$ cat config.mk
export PLATFORM = sky130hd
export DESIGN_NAME = hamming_decode_arbiter_flat
export DESIGN_NICKNAME = d
export VERILOG_FILES = /design/src/rtl/hamming_decode_arbiter_if.sv /design/src/rtl/hamming_decode_arbiter.sv /design/src/flat_wrapper.sv
export SDC_FILE = /design/constraint.sdc
export NUM_CORES = 1
export LEC_CHECK = 0
export ABC_AREA = 1
export CAP_MARGIN = 20
export CORE_ASPECT_RATIO = 2
export CORE_UTILIZATION = 32
export CTS_CLUSTER_SIZE = 14
export DETAILED_ROUTE_END_ITERATION = 8
export GPL_TIMING_DRIVEN = 0
export PLACE_DENSITY = 0.56
export SYNTH_ARGS = -nofsm -noshare
export SYNTH_HDL_FRONTEND = slang
export SYNTH_HIERARCHICAL = 1
export SYNTH_SLANG_ARGS = --single-unit
$ cat constraint.sdc
create_clock -name clk -period 3.5 [get_ports clk]
set_clock_uncertainty 0.2 [all_clocks]
set_input_delay 0.7 -clock clk [delete_from_list [all_inputs] [get_ports clk]]
set_output_delay 0.7 -clock clk [all_outputs]
set_load 0.005 [all_outputs]
$ cat src/rtl/hamming_decode_arbiter_if.sv
// Bundle of the two codeword request ports, the decoded output stage and the
// per-channel error counter signals shared between the arbiter and its neighbours.
interface hamming_decode_arbiter_if #(
  parameter int unsigned CNT_W = 8
);
  logic             req0_valid;
  logic [6:0]       req0_code;
  logic             req0_ready;
  logic             req1_valid;
  logic [6:0]       req1_code;
  logic             req1_ready;
  logic             out_valid;
  logic             out_ready;
  logic             out_chan;
  logic [3:0]       out_data;
  logic             out_err;
  logic [CNT_W-1:0] err_cnt0;
  logic [CNT_W-1:0] err_cnt1;
  logic             clr_cnt;

  modport slave (
    input  req0_valid, req0_code, req1_valid, req1_code, out_ready, clr_cnt,
    output req0_ready, req1_ready, out_valid, out_chan, out_data, out_err,
           err_cnt0, err_cnt1
  );

  modport master (
    output req0_valid, req0_code, req1_valid, req1_code, out_ready, clr_cnt,
    input  req0_ready, req1_ready, out_valid, out_chan, out_data, out_err,
           err_cnt0, err_cnt1
  );
endinterface

$ cat src/rtl/hamming_decode_arbiter.sv
// Two-requester round-robin front end around one shared Hamming(7,4) decoder,
// with a registered output stage and per-channel saturating error counters.
module hamming_decoder (
  input  logic [6:0] i_code,
  output logic [3:0] o_data,
  output logic       o_err
);
  logic [2:0] w_syn;
  logic [6:0] w_fix;

  // Syndrome equals the 1-based position of a single flipped bit.
  always_comb begin
    w_syn[0] = i_code[0] ^ i_code[2] ^ i_code[4] ^ i_code[6];
    w_syn[1] = i_code[1] ^ i_code[2] ^ i_code[5] ^ i_code[6];
    w_syn[2] = i_code[3] ^ i_code[4] ^ i_code[5] ^ i_code[6];
    w_fix    = i_code;
    for (int unsigned i = 0; i < 7; i++) begin
      if (w_syn == 3'(i + 1)) w_fix[i] = ~i_code[i];
    end
    o_data = {w_fix[6], w_fix[5], w_fix[4], w_fix[2]};
    o_err  = |w_syn;
  end
endmodule

module hamming_decode_arbiter #(
  parameter int unsigned CNT_W = 8
) (
  input logic                     clk,
  input logic                     rst_n,
  hamming_decode_arbiter_if.slave bus
);
  typedef enum logic {
    LAST0 = 1'b0,
    LAST1 = 1'b1
  } last_t;

  last_t            r_last;
  last_t            w_last_nxt;
  logic             w_can_acc;
  logic             w_grant;
  logic             w_rdy0;
  logic             w_rdy1;
  logic             w_xfer;
  logic [6:0]       w_code;
  logic [3:0]       w_dec_data;
  logic             w_dec_err;
  logic             r_out_valid;
  logic             r_out_chan;
  logic [3:0]       r_out_data;
  logic             r_out_err;
  logic [CNT_W-1:0] r_cnt0;
  logic [CNT_W-1:0] r_cnt1;

  assign w_can_acc = !r_out_valid || bus.out_ready;

  always_ff @(posedge clk or negedge rst_n) begin
    if (!rst_n) r_last <= LAST1;
    else        r_last <= w_last_nxt;
  end

  always_comb begin
    w_last_nxt = r_last;
    if (w_xfer) w_last_nxt = w_grant ? LAST1 : LAST0;
  end

  // Under contention the channel that did not win last time gets the grant.
  always_comb begin
    w_grant = 1'b0;
    if (bus.req0_valid && bus.req1_valid) w_grant = (r_last == LAST0);
    else if (bus.req1_valid)              w_grant = 1'b1;
    w_rdy0 = rst_n && w_can_acc && bus.req0_valid && !w_grant;
    w_rdy1 = rst_n && w_can_acc && bus.req1_valid &&  w_grant;
    w_xfer = w_rdy0 || w_rdy1;
  end

  assign w_code = w_grant ? bus.req1_code : bus.req0_code;

  hamming_decoder u_dec (
    .i_code (w_code),
    .o_data (w_dec_data),
    .o_err  (w_dec_err)
  );

  always_ff @(posedge clk or negedge rst_n) begin
    if (!rst_n) begin
      r_out_valid <= 1'b0;
      r_out_chan  <= 1'b0;
      r_out_data  <= '0;
      r_out_err   <= 1'b0;
    end else if (w_xfer) begin
      r_out_valid <= 1'b1;
      r_out_chan  <= w_grant;
      r_out_data  <= w_dec_data;
      r_out_err   <= w_dec_err;
    end else if (bus.out_ready) begin
      r_out_valid <= 1'b0;
    end
  end

  always_ff @(posedge clk or negedge rst_n) begin
    if (!rst_n) begin
      r_cnt0 <= '0;
      r_cnt1 <= '0;
    end else if (bus.clr_cnt) begin
      r_cnt0 <= '0;
      r_cnt1 <= '0;
    end else if (w_xfer && w_dec_err) begin
      if (!w_grant && (r_cnt0 != '1)) r_cnt0 <= r_cnt0 + CNT_W'(1);
      if ( w_grant && (r_cnt1 != '1)) r_cnt1 <= r_cnt1 + CNT_W'(1);
    end
  end

  assign bus.req0_ready = w_rdy0;
  assign bus.req1_ready = w_rdy1;
  assign bus.out_valid  = r_out_valid;
  assign bus.out_chan   = r_out_chan;
  assign bus.out_data   = r_out_data;
  assign bus.out_err    = r_out_err;
  assign bus.err_cnt0   = r_cnt0;
  assign bus.err_cnt1   = r_cnt1;

  a_one_ready : assert property (@(posedge clk) disable iff (!rst_n)
    !(w_rdy0 && w_rdy1));

  a_hold : assert property (@(posedge clk) disable iff (!rst_n)
    (r_out_valid && !bus.out_ready) |=> (r_out_valid && $stable(r_out_data)));
endmodule

$ cat src/flat_wrapper.sv
// flat-port wrapper written by rule: the top's interface ports become plain ports
module hamming_decode_arbiter_flat 
#(
  parameter int unsigned CNT_W = 8
)
  (clk, rst_n, bus_req0_valid, bus_req0_code, bus_req1_valid, bus_req1_code, bus_out_ready, bus_clr_cnt, bus_req0_ready, bus_req1_ready, bus_out_valid, bus_out_chan, bus_out_data, bus_out_err, bus_err_cnt0, bus_err_cnt1);
  hamming_decode_arbiter_if #(.CNT_W(CNT_W)) bus_i ();
  input logic clk;
  input logic rst_n;
  input wire logic [$bits(bus_i.req0_valid)-1:0] bus_req0_valid;
  input wire logic [$bits(bus_i.req0_code)-1:0] bus_req0_code;
  input wire logic [$bits(bus_i.req1_valid)-1:0] bus_req1_valid;
  input wire logic [$bits(bus_i.req1_code)-1:0] bus_req1_code;
  input wire logic [$bits(bus_i.out_ready)-1:0] bus_out_ready;
  input wire logic [$bits(bus_i.clr_cnt)-1:0] bus_clr_cnt;
  output wire logic [$bits(bus_i.req0_ready)-1:0] bus_req0_ready;
  output wire logic [$bits(bus_i.req1_ready)-1:0] bus_req1_ready;
  output wire logic [$bits(bus_i.out_valid)-1:0] bus_out_valid;
  output wire logic [$bits(bus_i.out_chan)-1:0] bus_out_chan;
  output wire logic [$bits(bus_i.out_data)-1:0] bus_out_data;
  output wire logic [$bits(bus_i.out_err)-1:0] bus_out_err;
  output wire logic [$bits(bus_i.err_cnt0)-1:0] bus_err_cnt0;
  output wire logic [$bits(bus_i.err_cnt1)-1:0] bus_err_cnt1;
  assign bus_i.req0_valid = bus_req0_valid;
  assign bus_i.req0_code = bus_req0_code;
  assign bus_i.req1_valid = bus_req1_valid;
  assign bus_i.req1_code = bus_req1_code;
  assign bus_i.out_ready = bus_out_ready;
  assign bus_i.clr_cnt = bus_clr_cnt;
  assign bus_req0_ready = bus_i.req0_ready;
  assign bus_req1_ready = bus_i.req1_ready;
  assign bus_out_valid = bus_i.out_valid;
  assign bus_out_chan = bus_i.out_chan;
  assign bus_out_data = bus_i.out_data;
  assign bus_out_err = bus_i.out_err;
  assign bus_err_cnt0 = bus_i.err_cnt0;
  assign bus_err_cnt1 = bus_i.err_cnt1;
  hamming_decode_arbiter #(.CNT_W(CNT_W)) u_core (.clk(clk), .rst_n(rst_n), .bus(bus_i));
endmodule
After elaboration in Yosys (flattened, before gate mapping):

Cells that the tools add are included.
W data, S select, Z words.

* register bits: 24
* output and inout bits: 25
* logic and storage cells: 65

* add/subtract/negate cells: 2
* equal/unequal tests: 6
* mux-type cells: 16
* bitwise gates (word level): 14
* reduce and logical (&&, ||, !) cells: 20

Operator list (number)
* $mux W8: 6
* $add A8 B1 Y8 const B: 2
* $ne A8 B8 Y1 const B: 2
* $eq A3 B3 Y1 const B: 3
* $logic_and A1 B1 Y1: 9
* $mux W1: 9
* $xor A1 B1 Y1: 9
* $reduce_bool A2 Y1: 4
* $mux W7: 1
* $not A1 Y1: 5
* $reduce_and A2 Y1: 2
* $eq A3 B2 Y1 const B: 1
* $reduce_or A3 Y1: 1
* $logic_not A1 Y1: 2
* $logic_or A1 B1 Y1: 2

Longest topological paths before layout:

Gate-level depths: netlist (run 1).

* word-level depth: 10
* depth in mapped cells: 18
* mapped depth without buffers: 17

Cells and area by module:

The synthesis (run 1) kept the hierarchy.

By module, submodules not included
* hamming_decode_arbiter: times used 1, cells each 193, area an instance 1463.9 µm²
* hamming_decoder: times used 1, cells each 66, area an instance 296.5 µm²

Worst setup path after synthesis (run 1):

OpenSTA, ideal clock, no wires.

* path type: input-to-reg
* from: input bus_req1_valid
* to: register u_core.r_cnt1[6], in the netlist u_core/bus.err_cnt1[6]
* setup time: 0.119 ns
* data arrival time: 2.370 ns
* path slack: 0.811 ns
* cell stages on the path: 18
* buffers on the path: 1
* cells stage by stage: inv_2 > a21oi_4 > inv_2 > nand2_1 > nand2_1 > nand2_1 > inv_1 > nor2_1 > nand2_1 > nand2_2 > inv_2 > nand3_1 > nand4_4 > nand2_2 > nand2_4 > buf_12 > nand2_2 > o21ai_2

RTL lines
* start, declared: RTL line flat_wrapper.sv:12 `input wire logic [$bits(bus_i.req1_valid)-1:0] bus_req1_valid;`
* $mux W1 or $logic_and A1 B1 Y1 (tied branches): RTL line hamming_decode_arbiter.sv:70, hamming_decode_arbiter.sv:69
* $mux W1 (*): RTL line hamming_decode_arbiter.sv:69 `if (bus.req0_valid && bus.req1_valid) w_grant = (r_last == LAST0);`
* $mux W7 (*): RTL line hamming_decode_arbiter.sv:76 `assign w_code = w_grant ? bus.req1_code : bus.req0_code;`
* via u_core.w_code[6]: RTL line hamming_decode_arbiter.sv:44 `logic [6:0] w_code;`
* $xor A1 B1 Y1, on equally long branches: RTL line hamming_decode_arbiter.sv:13, hamming_decode_arbiter.sv:14, hamming_decode_arbiter.sv:15
* $reduce_or A3 Y1 (*): RTL line hamming_decode_arbiter.sv:21 `o_err = |w_syn;`
* via u_core.w_dec_err: RTL line hamming_decode_arbiter.sv:46 `logic w_dec_err;`
* $logic_and A1 B1 Y1 (*): RTL line hamming_decode_arbiter.sv:107 `end else if (w_xfer && w_dec_err) begin`
* $reduce_bool A2 Y1 (no source line) (*)
* $reduce_and A2 Y1 (no source line) (*)
* end signal, assigned: RTL line hamming_decode_arbiter.sv:109 `if ( w_grant && (r_cnt1 != '1)) r_cnt1 <= r_cnt1 + CNT_W'(1);`
* end, declared: RTL line hamming_decode_arbiter.sv:52 `logic [CNT_W-1:0] r_cnt1;`

Mark *: on every way through the listed nets, which the timed path passes. The rest lies on a longest branch.
A chain may end at the register's enable or synchronous reset.

Final worst setup path (run 1):

* from: input bus_req1_valid
* to: register u_core.r_cnt1[7], in the netlist u_core/bus.err_cnt1[7]

The elaborated chain is that of the path after synthesis.

==> results of run 1 <==
## per-layer routing
metal,up-vias,GRT usage,wire (um)
met5,-,0,0
met4,0,0.0861,136
met3,10,0.0113,96
met2,43,0.325,2530
met1,783,0.158,1620
li1,907,-,-
## final timing paths
path                                     endpoint  slack (ps)  cells after the start                   start
setup / recovery           u_core/bus.err_cnt1[7]         340                     19          bus_req1_valid
hold / removal             u_core/bus.err_cnt1[3]         200                      1                   rst_n
setup reg to reg           u_core/bus.err_cnt1[7]         860                     17           u_core/r_last
hold reg to reg            u_core/bus.out_data[1]         290                      2  u_core/bus.out_data[1]
max in group asynchronous  u_core/bus.err_cnt0[2]        2410                      2                   rst_n
min in group clk           u_core/bus.out_data[1]         290                      2  u_core/bus.out_data[1]
## state kept, by name, indices dropped and copies added (netlist names)
register              flops
u_core/bus.err_cnt0       8
u_core/bus.err_cnt1       8
u_core/bus.out_data       4
u_core/bus.out_chan       1
u_core/bus.out_err        1
u_core/bus.out_valid      1
u_core/r_last             1
## power by group through the flow
stage / combinational (mW) / clock, mW / sequential [mW]
2_1_floorplan: 0.182 / 0 / 0.340
3_3_place_gp: 0.311 / 0 / 0.341
3_5_place_dp: 0.319 / 0 / 0.342
4_1_cts: 0.320 / 0.255 / 0.336
5_1_grt: 0.356 / 0.266 / 0.339
6_report: 0.320 / 0.250 / 0.335
## cell families after synthesis
logic type                 share of synthesized area
and+or+nand+nor                                0.480
xor gates and xnor gates                      0.0299
DFF                                            0.342
buffers and inverters                         0.0711
AOI/OAI and AO/OA                             0.0633
adders and majority gates                     0.0142
## through the flow
step	TNS (ps)	total power [mW]
floorplan	0	0.522
global placement	-2370	0.652
detailed placement	-1400	0.661
CTS	0	0.911
global route	0	0.961
finish	0	0.905
## cell usage after synthesis, types with 3 or more instances
master	count	area, sq um
dfrtp_1	23	576
o21ai_2	8	70.1
or2_2	4	25.0
nand2_1	113	424
inv_1	18	67.6
nor2_1	16	60.1
inv_2	8	30.0
nand2_2	15	93.8
nand2_4	3	33.8
nand3b_1	3	22.5
xor2_1	4	35.0
nand3_1	21	105
nand4_1	3	18.8
nor2_2	4	25.0
## cell type report
type	count	area, sq um
buffer	2	23.8
clock buffer	3	41.3
clock inverter	1	30.0
fill	546	2840
inverter	27	101
multi-input combinational	206	1030
sequential	24	602
tap	58	72.6
timing repair buffer	47	485
## what timing repair did
action                                  4_1_cts  5_1_grt
setup buffers                                 0        2
resized for setup                             0        1
endpoints found under the setup margin        0        5
## worst max-delay path: cells and delay by family
kind                   cells  cell delay (ps)
AOI/OAI and AO/OA          2              230
buffers and inverters      6              920
and+or+nand+nor           11             1270
==> qor.yml, run 1 <==
run_status:
  outcome: "completed"
clock_tree:
  cts_buffers: 3
  cts.hold.buffers_added: 0
  clkLatencyLatePin_ps: 270
  htree_levels: 1
  clk_pin_slew_ps: 90
  cts_tree: "built"
  cts_root_buf: "clkbuf_8"
  clock-sinks: 24
  clk_path_buf_depth: 2
route:
  wl_um: 4380
  wl_per_cell_um: 11.9
  drt_iter0_markers: 36
  firstDrtPassIters: 4
  drc: 0
  via_per_inst: 4.74
  ant_nets: 0
  via_count: 1743
critical_path:
  cpPeakStageDelay_ps: 470
  cp-end-kind: "register"
  crit_required_ps: 3470
  crit_arrival_ps: 3140
  cp_cell_sequence: "clkdlybuf4s50_1 -> inv_2 -> a21oi_4 -> inv_2 -> nand2_1 -> nand2_1 -> nand2_1 -> inv_1 -> nor2_1 -> nand2_1 -> nand2_2 -> inv_2 -> nand3_1 -> nand4_4 -> nand2_2 -> nand2_4 -> buf_12 -> nand2_2 -> o21ai_2"
  critPathMaxFanout: 10
  slowest_stage: "clkdlybuf4s50_1"
  crit_top_cell: "nand2_1"
  criticalPathCategory: "input pin to register"
  crit_path_start_kind: "input pin"
timing:
  rsz0062_at_grt: "no"
  final_max_slew_viol_count: 0
  timing.final.crit_share: 0.904
  setup_ws_ps: 335
  setup_viol: 0
  worstMarginPinSlew_ps: 580
  hold_viol: 0
  holdWs_ps: 200
  fin_crit_ps: 3160
  fmaxAchievable_mhz: 316
  maxSlewHeadroom: 0.613
logic_synthesis:
  avgSynthCellArea_sq_um: 6.80
  syn_nets: 281
  async_reset_ff_frac: 1.00
  ys_types: 27
  syn_inst: 259
  synth_seq_cells: 24
  yosysWarnings: 6
  synthFlopType: "dfrtp_1"
  netlist_area_sq_um: 1760
  ys_seq_area_frac: 0.342
  synth-edff-count: 0
power:
  ir_drop_v: 0.000296
  leakage_nw: 1.20
  clkPwrFrac: 0.276
  comb_power_share: 0.353
  seqPwrFrac: 0.371
  p_sw_frac: 0.325
  p_int_uw: 611
  p_switching_uw: 294
  p_per_area_nw_per_um2: 379
placed_design:
  dp_hpwl_um: 3470
  dp_slack_ps: -142
  portBuffers: 44
  postPlaceCellArea_sq_um: 2300
  post-place-cells: 362
  globalplace.congestion: 0.874
final_layout:
  final_cell_mix: "nand2_1 (113), clkdlybuf4s50_1 (43), dfrtp_1 (23)"
  insertedDiodeCount: 0
  finalNonFillerCells: 368
  final_cell_area_sq_um: 2390
  drive_gt1_frac: 0.174
  syn2layout_area_growth_pct: 35.7
  utilization: 0.457
  final_common_cell: "nand2_1"
  fin_nets: 333
die:
  fp.dieW_um: 54.4
  die_y_um: 107
  dieArea_sq_um: 5820
  pin_count: 45
  rows: 37
  initial_core_util: 0.337
  coreArea_sq_um: 5230
run:
  drv_cap: 0
global_route:
  grt.total_usage: 0.168
  grt_start_max_net_pins: 19
  antenna_found_initial: 0
  grt_pass1_wl_um: 7160
  grt_overflow: 0
  grt_pass1_vias: 1678
hold_path:
  hold_path_class: "input pin to async pin"
(Power assumes the default switching activity.)
==> run 2: changes to the inputs <==
MAX_ROUTING_LAYER = met4   (was not set)
RECOVER_POWER = 25   (was not set)
==> qor.yml, run 2 (synthesis gave the netlist of run 1 again) <==
route:
  wl_per_cell_um: 12.0  # was 11.9 um
  wl_um: 4420  # was 4380 um
  wl_met3_um: 106  # was 96 um
  wl_met2_um: 2530  # about the same
  drc: 0  # unchanged
  routed.top_layer: "met4"  # unchanged
  drt_iter0_markers: 38  # was 36
  ant_nets: 0  # unchanged
  via_count: 1754  # was 1743
  firstDrtPassIters: 4  # unchanged
  via_per_inst: 4.75  # was 4.74
  wl_met1_um: 1650  # was 1620 um
clock_tree:
  cts_buffers: 3  # unchanged
  cts_root_buf: "clkbuf_8"  # unchanged
  clkLatencyLatePin_ps: 270  # about the same
  htree_levels: 1  # unchanged
  clk_pin_slew_ps: 90  # about the same
  cts.hold.buffers_added: 0  # unchanged
  clk_path_buf_depth: 2  # unchanged
  cts_tree: "built"  # unchanged
  clock-sinks: 24  # unchanged
global_route:
  grt_start_max_net_pins: 19  # unchanged
  grt.total_usage: 0.172  # was 0.168
  antenna_found_initial: 0  # unchanged
  grt_overflow: 0  # unchanged
  grt_pass1_vias: 1679  # was 1678
  grt_pass1_wl_um: 7140  # was 7160 um
power:
  p_int_uw: 609  # was 611 uW
  clkPwrFrac: 0.276  # about the same
  p_per_area_nw_per_um2: 382  # was 379 nW/um^2
  comb_power_share: 0.352  # was 0.353
  seqPwrFrac: 0.372  # was 0.371
  leakage_nw: 1.18  # was 1.20 nW
  p_sw_frac: 0.325  # about the same
  p_switching_uw: 293  # was 294 uW
  ir_drop_v: 0.000295  # was 0.000296 V
timing:
  setup_ws_ps: 293  # was 335 ps
  fin_crit_ps: 3210  # was 3160 ps
  hold_viol: 0  # unchanged
  holdWs_ps: 180  # was 200 ps
  timing.final.crit_share: 0.916  # was 0.904
  maxSlewHeadroom: 0.307  # was 0.613
  setup_viol: 0  # unchanged
  rsz0062_at_grt: "no"  # unchanged
  fmaxAchievable_mhz: 312  # was 316 MHz
  worstMarginPinSlew_ps: 1040  # was 580 ps
  final_max_slew_viol_count: 0  # unchanged
run:
  drv_cap: 0  # unchanged
final_layout:
  drive_gt1_frac: 0.174  # about the same
  syn2layout_area_growth_pct: 34.3  # was 35.7%
  final-seq-area_sq_um: 602  # unchanged
  final_common_cell: "nand2_1"  # unchanged
  fin_nets: 334  # was 333
  insertedDiodeCount: 0  # unchanged
  utilization: 0.452  # was 0.457
  nFillCells: 550  # was 546
  multiInputGateArea_sq_um: 1030  # unchanged
  final_cell_mix: "nand2_1 (113), clkdlybuf4s50_1 (43), dfrtp_1 (23)"  # unchanged
  final_cell_area_sq_um: 2360  # was 2390 sq um
placed_design:
  dp_hpwl_um: 3470  # unchanged
  portBuffers: 44  # unchanged
  postPlaceCellArea_sq_um: 2300  # unchanged
  dp_slack_ps: -142  # unchanged
  globalplace.congestion: 0.888  # was 0.874
hold_path:
  hold_path_class: "input pin to async pin"  # unchanged
run_status:
  outcome: "completed"  # unchanged
die:
  die_y_um: 107  # unchanged
  coreArea_sq_um: 5230  # unchanged
  dieArea_sq_um: 5820  # unchanged
  initial_core_util: 0.337  # unchanged
  fp.dieW_um: 54.4  # unchanged
  pin_count: 45  # unchanged
  rows: 37  # unchanged
critical_path:
  crit_path_start_kind: "input pin"  # unchanged
  critPathMaxFanout: 10  # unchanged
  crit_required_ps: 3470  # about the same
  critPathBufInv: 6  # unchanged
  crit_top_cell: "nand2_1"  # unchanged
  crit_arrival_ps: 3170  # was 3140 ps
  cp-end-kind: "register"  # unchanged
  cpPeakStageDelay_ps: 470  # about the same
  slowest_stage: "clkdlybuf4s50_1"  # unchanged
  cp_cell_sequence: "clkdlybuf4s50_1 -> inv_2 -> a21oi_4 -> inv_2 -> nand2_1 -> nand2_1 -> nand2_1 -> inv_1 -> nor2_1 -> nand2_1 -> nand2_2 -> inv_2 -> nand3_1 -> nand4_4 -> nand2_2 -> nand2_4 -> buf_12 -> nand2_2 -> o21ai_2"  # unchanged
  criticalPathCategory: "input pin to register"  # unchanged
  cpLargestDelayFamily: "simple AND/OR/NAND/NOR gates"  # unchanged
run 2: path summary, 6_finish.rpt:
kind,startpoint,endpoint,slack (ps),cells past startpoint
min reg2reg,u_core/bus.out_data[1],u_core/bus.out_data[1],290,2
min in group clk,u_core/bus.out_data[1],u_core/bus.out_data[1],290,2
max in group asynchronous,rst_n,u_core/bus.err_cnt0[2],1590,2
min,rst_n,u_core/bus.err_cnt1[5],180,1
max reg2reg,u_core/r_last,u_core/bus.err_cnt1[6],820,17
max,bus_req1_valid,u_core/bus.err_cnt1[6],290,19
run 2: metal layers:
metal / up-vias / track usage
met5: - / -
met4: 0 / 0.0861
met3: 10 / 0.0113
met2: 48 / 0.324
met1: 788 / 0.159
li1: 908 / -
run 2: timing repair:
action	in CTS	in global routing
endpoints found under the setup margin	0	5
resized for setup	0	1
buffers inserted	0	3
run 2: power groups by stage:
stage          clock network [mW]  registers, mW  logic, mW
6_report                    0.249          0.336      0.318
3_5_place_dp                    0          0.342      0.319
5_1_grt                     0.266          0.340      0.354
2_1_floorplan                   0          0.340      0.182
4_1_cts                     0.255          0.336      0.320
3_3_place_gp                    0          0.341      0.311
run 2: final cells by class:
class                           count  share of cell area
Tap cell                           58              0.0307
Clock buffer                        3              0.0175
Buffer                              2              0.0101
Inverter                           27              0.0429
Multi-Input combinational cell    206               0.437
Timing Repair Buffer               48               0.195
Clock inverter                      1              0.0127
Sequential cell                    24               0.254
run 2: worst reg2reg max path, delay by kind of cell, from the launching register on:
family / cells / cell delay [ps]
AOI/OAI and AO/OA: 2 / 130
DFF: 1 / 560
buffers and inverters: 4 / 410
and+or+nand+nor: 11 / 1290
run 2: per-stage QoR:
| stage | TNS (ps) | instances | power, mW |
|---|---|---|---|
| 5_1_grt | 0 | 369 | 0.959 |
| 2_1_floorplan | 0 | 259 | 0.522 |
| 3_5_place_dp | -1400 | 362 | 0.661 |
| 4_1_cts | 0 | 366 | 0.911 |
| 3_3_place_gp | -2370 | 361 | 0.652 |
| 6_report | 0 | 369 | 0.902 |
==> run 3: changes to the inputs <==
SKIP_LAST_GASP = 1   (was not set)
==> results of run 3 <==
Same layout as run 2: the final DEF is identical, and so are final timing and power.
==> edit 1, RTL diff (config.mk and constraints of run 1) <==
`CNT_W` is set to 8 in 3 places; all go to 6.
--- a/src/rtl/hamming_decode_arbiter_if.sv
+++ b/src/rtl/hamming_decode_arbiter_if.sv
@@ -2,5 +2,5 @@
 // per-channel error counter signals shared between the arbiter and its neighbours.
 interface hamming_decode_arbiter_if #(
-  parameter int unsigned CNT_W = 8
+  parameter int unsigned CNT_W = 6
 );
   logic             req0_valid;
--- a/src/rtl/hamming_decode_arbiter.sv
+++ b/src/rtl/hamming_decode_arbiter.sv
@@ -24,5 +24,5 @@
 
 module hamming_decode_arbiter #(
-  parameter int unsigned CNT_W = 8
+  parameter int unsigned CNT_W = 6
 ) (
   input logic                     clk,
--- a/src/flat_wrapper.sv
+++ b/src/flat_wrapper.sv
@@ -2,5 +2,5 @@
 module hamming_decode_arbiter_flat 
 #(
-  parameter int unsigned CNT_W = 8
+  parameter int unsigned CNT_W = 6
 )
   (clk, rst_n, bus_req0_valid, bus_req0_code, bus_req1_valid, bus_req1_code, bus_out_ready, bus_clr_cnt, bus_req0_ready, bus_req1_ready, bus_out_valid, bus_out_chan, bus_out_data, bus_out_err, bus_err_cnt0, bus_err_cnt1);
Ports: changed (resized bus_err_cnt0 and bus_err_cnt1); port bits go from 45 to 41. No check against the original RTL was run, so the function may have changed too.
==> edit 1 against run 1 <==
  * Die area shrank 15%
  * Non-clock buffer count shrank 7
  * Design area shrank 16%
  * Synthesized area shrank 15%
  * Maximum frequency grew 2.5%
  * Routed wire length shrank 20%
  * Final cell count shrank 11%
  * Total power shrank 15%
  * Global-route usage shrank 0.49 points
  * Count of clock-buffer cells in the layout grew 1
  * Sequential cell count shrank 4
  * Worst setup slack gained 0.078 ns
  * Critical path type is now input port to output port
==> edit 1: results (changes against run 1) <==
metric	value	unit	change
clk_lat worst skew	0.26	ns	
first-pass GRT wire length	6.279	mm	-12%
vias	1503		-14%
total track usage	0.1628		-0.004885
vias in the first global route	1452		-13%
mux cell area share after synthesis	0		unchanged
share of cells above drive strength 1	0.1209		-0.05331
worst reg2reg path depth	17		unchanged
nets@finish	296		-11%
Critical R2R Capture	u_core/bus.err_cnt1[5]		
Post-DP HPWL	2.848	mm	-18%
Inst Count DP	323		-11%
max_slew headroom	0.6327		+0.01973
largest net degree at the start of global routing	22		+3
# resized after CTS	1		+1
synth unique cells	23		-15%
WL/cell	10.70	µm	-10%
Area contributors post-synth	dfrtp_1 (32%), nand2_1 (25%), nand3_1 (7.7%)		
fraction of registers with async set/reset	1.000		unchanged
Reg2Reg Setup Slack	0.99	ns	+0.13 ns
Post-synth top cells	nand2_1 (101), nand3_1 (23), inv_1 (20), nor2_1 (20), dfrtp_1 (19)		
root buf cell	clkbuf_8		
reg2reg start	u_core/r_last		
initial DRC count	33		-8.3%
post-synth top area cell	dfrtp_1		
status	finished clean		
final WL	3.499	mm	-20%
syn_area_per_cell	6.524	µm²	-4.0%
critical path peak fanout	10		unchanged
Post-Synth XOR/XNOR Area	0.04104		+0.01119
adder-cell share of the synthesized area	0.01675		+0.002536
routability cong.	0.7355		-16%
Synth Area in Compound Gates	0.01926		-0.04399
syn nets	251		-11%
sequential fraction of the synthesis area	0.3358		-0.006016
antenna cells	0		unchanged
Crit path largest cell delay	0.53	ns	+0.06 ns
worst min path class	input port to asynchronous set/reset pin		
CP max-delay cell	clkdlybuf4s50_1		
post-place setup slack	-0.2527	ns	-0.1106 ns
IR drop worst, VDD	0.0001896	V	-36%
# fillers	494		-9.5%
Max H-tree Level	1		unchanged
CP arrival	2.19	ns	-0.95 ns
I/O Buffers	40		-9.1%
Num CTS Buffers	3		unchanged
Lkg Pwr	1.049	nW	-12%
Clock transition at path regs	0.07	ns	-0.02 ns
initial antenna violation count	0		unchanged
==> edit 1: through the flow <==
stage / cell area, µm² / hold WS, ns
after CTS: 2006 / 0.2782
after detailed placement: 1962 / 0.2632
final: 2002 / 0.2160
after floorplan: 1494 / 0.2044
after global placement: 1962 / 0.2553
after global routing: 2002 / 0.2509
==> edit 1: how the worst max path moves through the flow <==
stage                         startpoint                     end  cells after the start
after detailed placement           rst_n          bus_req0_ready                      4
after CTS                          rst_n          bus_req0_ready                      4
after global routing      bus_req0_valid          bus_req0_ready                      6
after floorplan           bus_req0_valid  u_core/bus.err_cnt1[2]                     17
final                     bus_req0_valid          bus_req0_ready                      6
after global placement             rst_n          bus_req0_ready                      4
==> edit 1: per-layer routing <==
layer,up-vias,global-route usage,wire [µm]
li1,792,-,-
met1,681,0.1534,1253
met2,28,0.3344,2141
met3,2,0.009259,57
met4,0,0.07051,47
met5,-,0,0
==> edit 1: area by class of cell <==
class / count / area, µm² / area share
Buffer: 2 / 17.52 / 0.008750
Tap cell: 54 / 67.56 / 0.03375
Timing Repair Buffer: 40 / 395.4 / 0.1975
Multi-Input combinational cell: 182 / 878.3 / 0.4387
Sequential cell: 20 / 501.7 / 0.2506
Clock buffer: 4 / 45.04 / 0.02250
Inverter: 25 / 96.34 / 0.04812
==> edit 1: critical path: cells and delay by family <==
family	cells	cell delay (ns)
simple gates	3	0.37
buf+inv	3	1.12
==> edit 1: logic make-up after synthesis <==
logic type | after synthesis
simple gates | 170
buf+inv | 27
xor+xnor | 7
flops | 20
fa+ha+maj | 2
compound gates | 3
==> edit 1: power breakdown <==
part | leakage [nW] | switching, mW | internal [mW] | total (mW)
combinational | 0.766 | 0.171 | 0.146 | 0.317
sequential | 0.260 | 0.0310 | 0.267 | 0.298
clock | 0.0228 | 0.0752 | 0.0810 | 0.156
==> edit 2, RTL diff (settings of run 1) <==
Made on the original files. Make the reset (`rst_n`) synchronous in 3 clocked blocks.
--- a/src/rtl/hamming_decode_arbiter.sv
+++ b/src/rtl/hamming_decode_arbiter.sv
@@ -54,5 +54,5 @@
   assign w_can_acc = !r_out_valid || bus.out_ready;
 
-  always_ff @(posedge clk or negedge rst_n) begin
+  always_ff @(posedge clk) begin
     if (!rst_n) r_last <= LAST1;
     else        r_last <= w_last_nxt;
@@ -82,5 +82,5 @@
   );
 
-  always_ff @(posedge clk or negedge rst_n) begin
+  always_ff @(posedge clk) begin
     if (!rst_n) begin
       r_out_valid <= 1'b0;
@@ -98,5 +98,5 @@
   end
 
-  always_ff @(posedge clk or negedge rst_n) begin
+  always_ff @(posedge clk) begin
     if (!rst_n) begin
       r_cnt0 <= '0;
Formal check against the unedited RTL: differs if rst_n is asserted again (counterexample within 4 cycles, from zero or initial values and one cycle with rst_n low); with rst_n held inactive, the same outputs for 10 cycles.
==> edit 2 against run 1 <==
  * Design area fell by 10%
  * Total power decreased by 25%
  * Routed wire length shrank 7.6%
  * Synthesized cell count up 1.2%
  * Synthesized area shrank 10%
  * Maximum frequency grew 0.74%
  * Sequential cell count unchanged
  * Worst setup slack gained 0.023 ns
  * Critical endpoint is now u_core/bus.err_cnt1[5]
  * Largest power group unchanged
  * Highest routed layer unchanged
==> edit 2: results (changes against run 1) <==
metric	value	unit	change
status	finished clean		
worst slew pin tran	0.5065	ns	-0.07303 ns
main flop type after synthesis	dfxtp_1		
area share of the largest cell type after synthesis	0.3040		-0.02290
sequential fraction of the synthesis area	0.3040		-0.03782
first-pass GRT wire length	6.906	mm	-3.5%
Max H-tree Level	1		unchanged
Post-synth top cells	nand2_1 (108), inv_1 (25), dfxtp_1 (24), nor2_1 (24), a21oi_1 (20)		
met2 usage	0.3746		+0.04971
reg2reg start	u_core/r_last		
IR drop worst, VDD	0.0001916	V	-35%
final std cells w/o fill	365		-0.82%
synth unique cells	22		-19%
total track usage	0.1744		+0.006668
Critical R2R Capture	u_core/bus.err_cnt1[1]		
WL/cell	11.09	µm	-6.8%
share of cells above drive strength 1	0.08710		-0.08710
Reg2Reg Setup Slack	0.97	ns	+0.11 ns
Lkg Pwr	0.9383	nW	-22%
grt met1 use	0.1556		-0.002811
comb pwr	0.197	mW	-38%
Post-DP HPWL	3.297	mm	-5.0%
adder-cell share of the synthesized area	0.01584		+0.001621
Syn Inst Count	262		+1.2%
initial DRC count	23		-36%
critical path endpoint	u_core/bus.err_cnt1[5]		
DP Area	2090	µm²	-9.2%
Final Cycle Share	0.8976		-0.006603
routability cong.	0.8012		-8.3%
largest net degree at the start of global routing	14		-5
post-place setup slack	0.08002	ns	+0.2221 ns
nets@finish	333		unchanged
GRT met3 Usage	0.01502		+0.003667
Area contributors post-synth	dfxtp_1 (30%), nand2_1 (26%), a21oi_1 (6.3%)		
routed wl met2	2.486	mm	-1.5%
vias per cell	4.622		-2.4%
sequential power	0.289	mW	-14%
worst reg2reg path depth	15		-2
syn nets	284		+1.1%
Switching Fraction	0.3177		-0.007172
sequential share of power	0.426		+0.055
WHS	0.2676	ns	+0.06809 ns
HP Start	u_core/bus.out_chan		
fraction of registers with async set/reset	0		-1.000
final instance area	2145	µm²	-10%
metal1 wirelength	1.454	mm	-10%
Synth Area in Compound Gates	0.08947		+0.02621
vias in the first global route	1601		-4.6%
crit path from	bus_req0_valid		
# fillers	502		-8.1%
routed wl met3	61	µm	-36%
-- edit 2: changes by cell type in the layout (fill, tap and decap cells not counted), moves of 8 or more --
cell / run 1 / this run
o21ai_2: 8 / 0
dfrtp_1: 23 / 0
nand3_1: 21 / 11
a21oi_1: 0 / 20
dfxtp_1: 0 / 24
nor2_1: 16 / 24
-- edit 2: critical path, cell delays in order --
cell,delay [ns]
clkdlybuf4s50_1,0.50
nand2_1,0.08
nand2_2,0.08
buf_6,0.16
nand2_1,0.06
nand2_1,0.13
inv_1,0.10
nand2_1,0.08
nand2_2,0.09
nand2_2,0.09
inv_2,0.04
nor2_2,0.15
nand3_1,0.31
nand3_1,0.36
nand2_1,0.08
a21oi_1,0.14
-- edit 2: layout make-up --
| class | instances | area share |
|---|---|---|
| buffer | 2 | 0.007001 |
| sequential | 24 | 0.2240 |
| tap | 55 | 0.03209 |
| multi-input combinational | 206 | 0.4533 |
| timing repair buffer | 44 | 0.2054 |
| clock buffer | 4 | 0.02567 |
| inverter | 30 | 0.05251 |
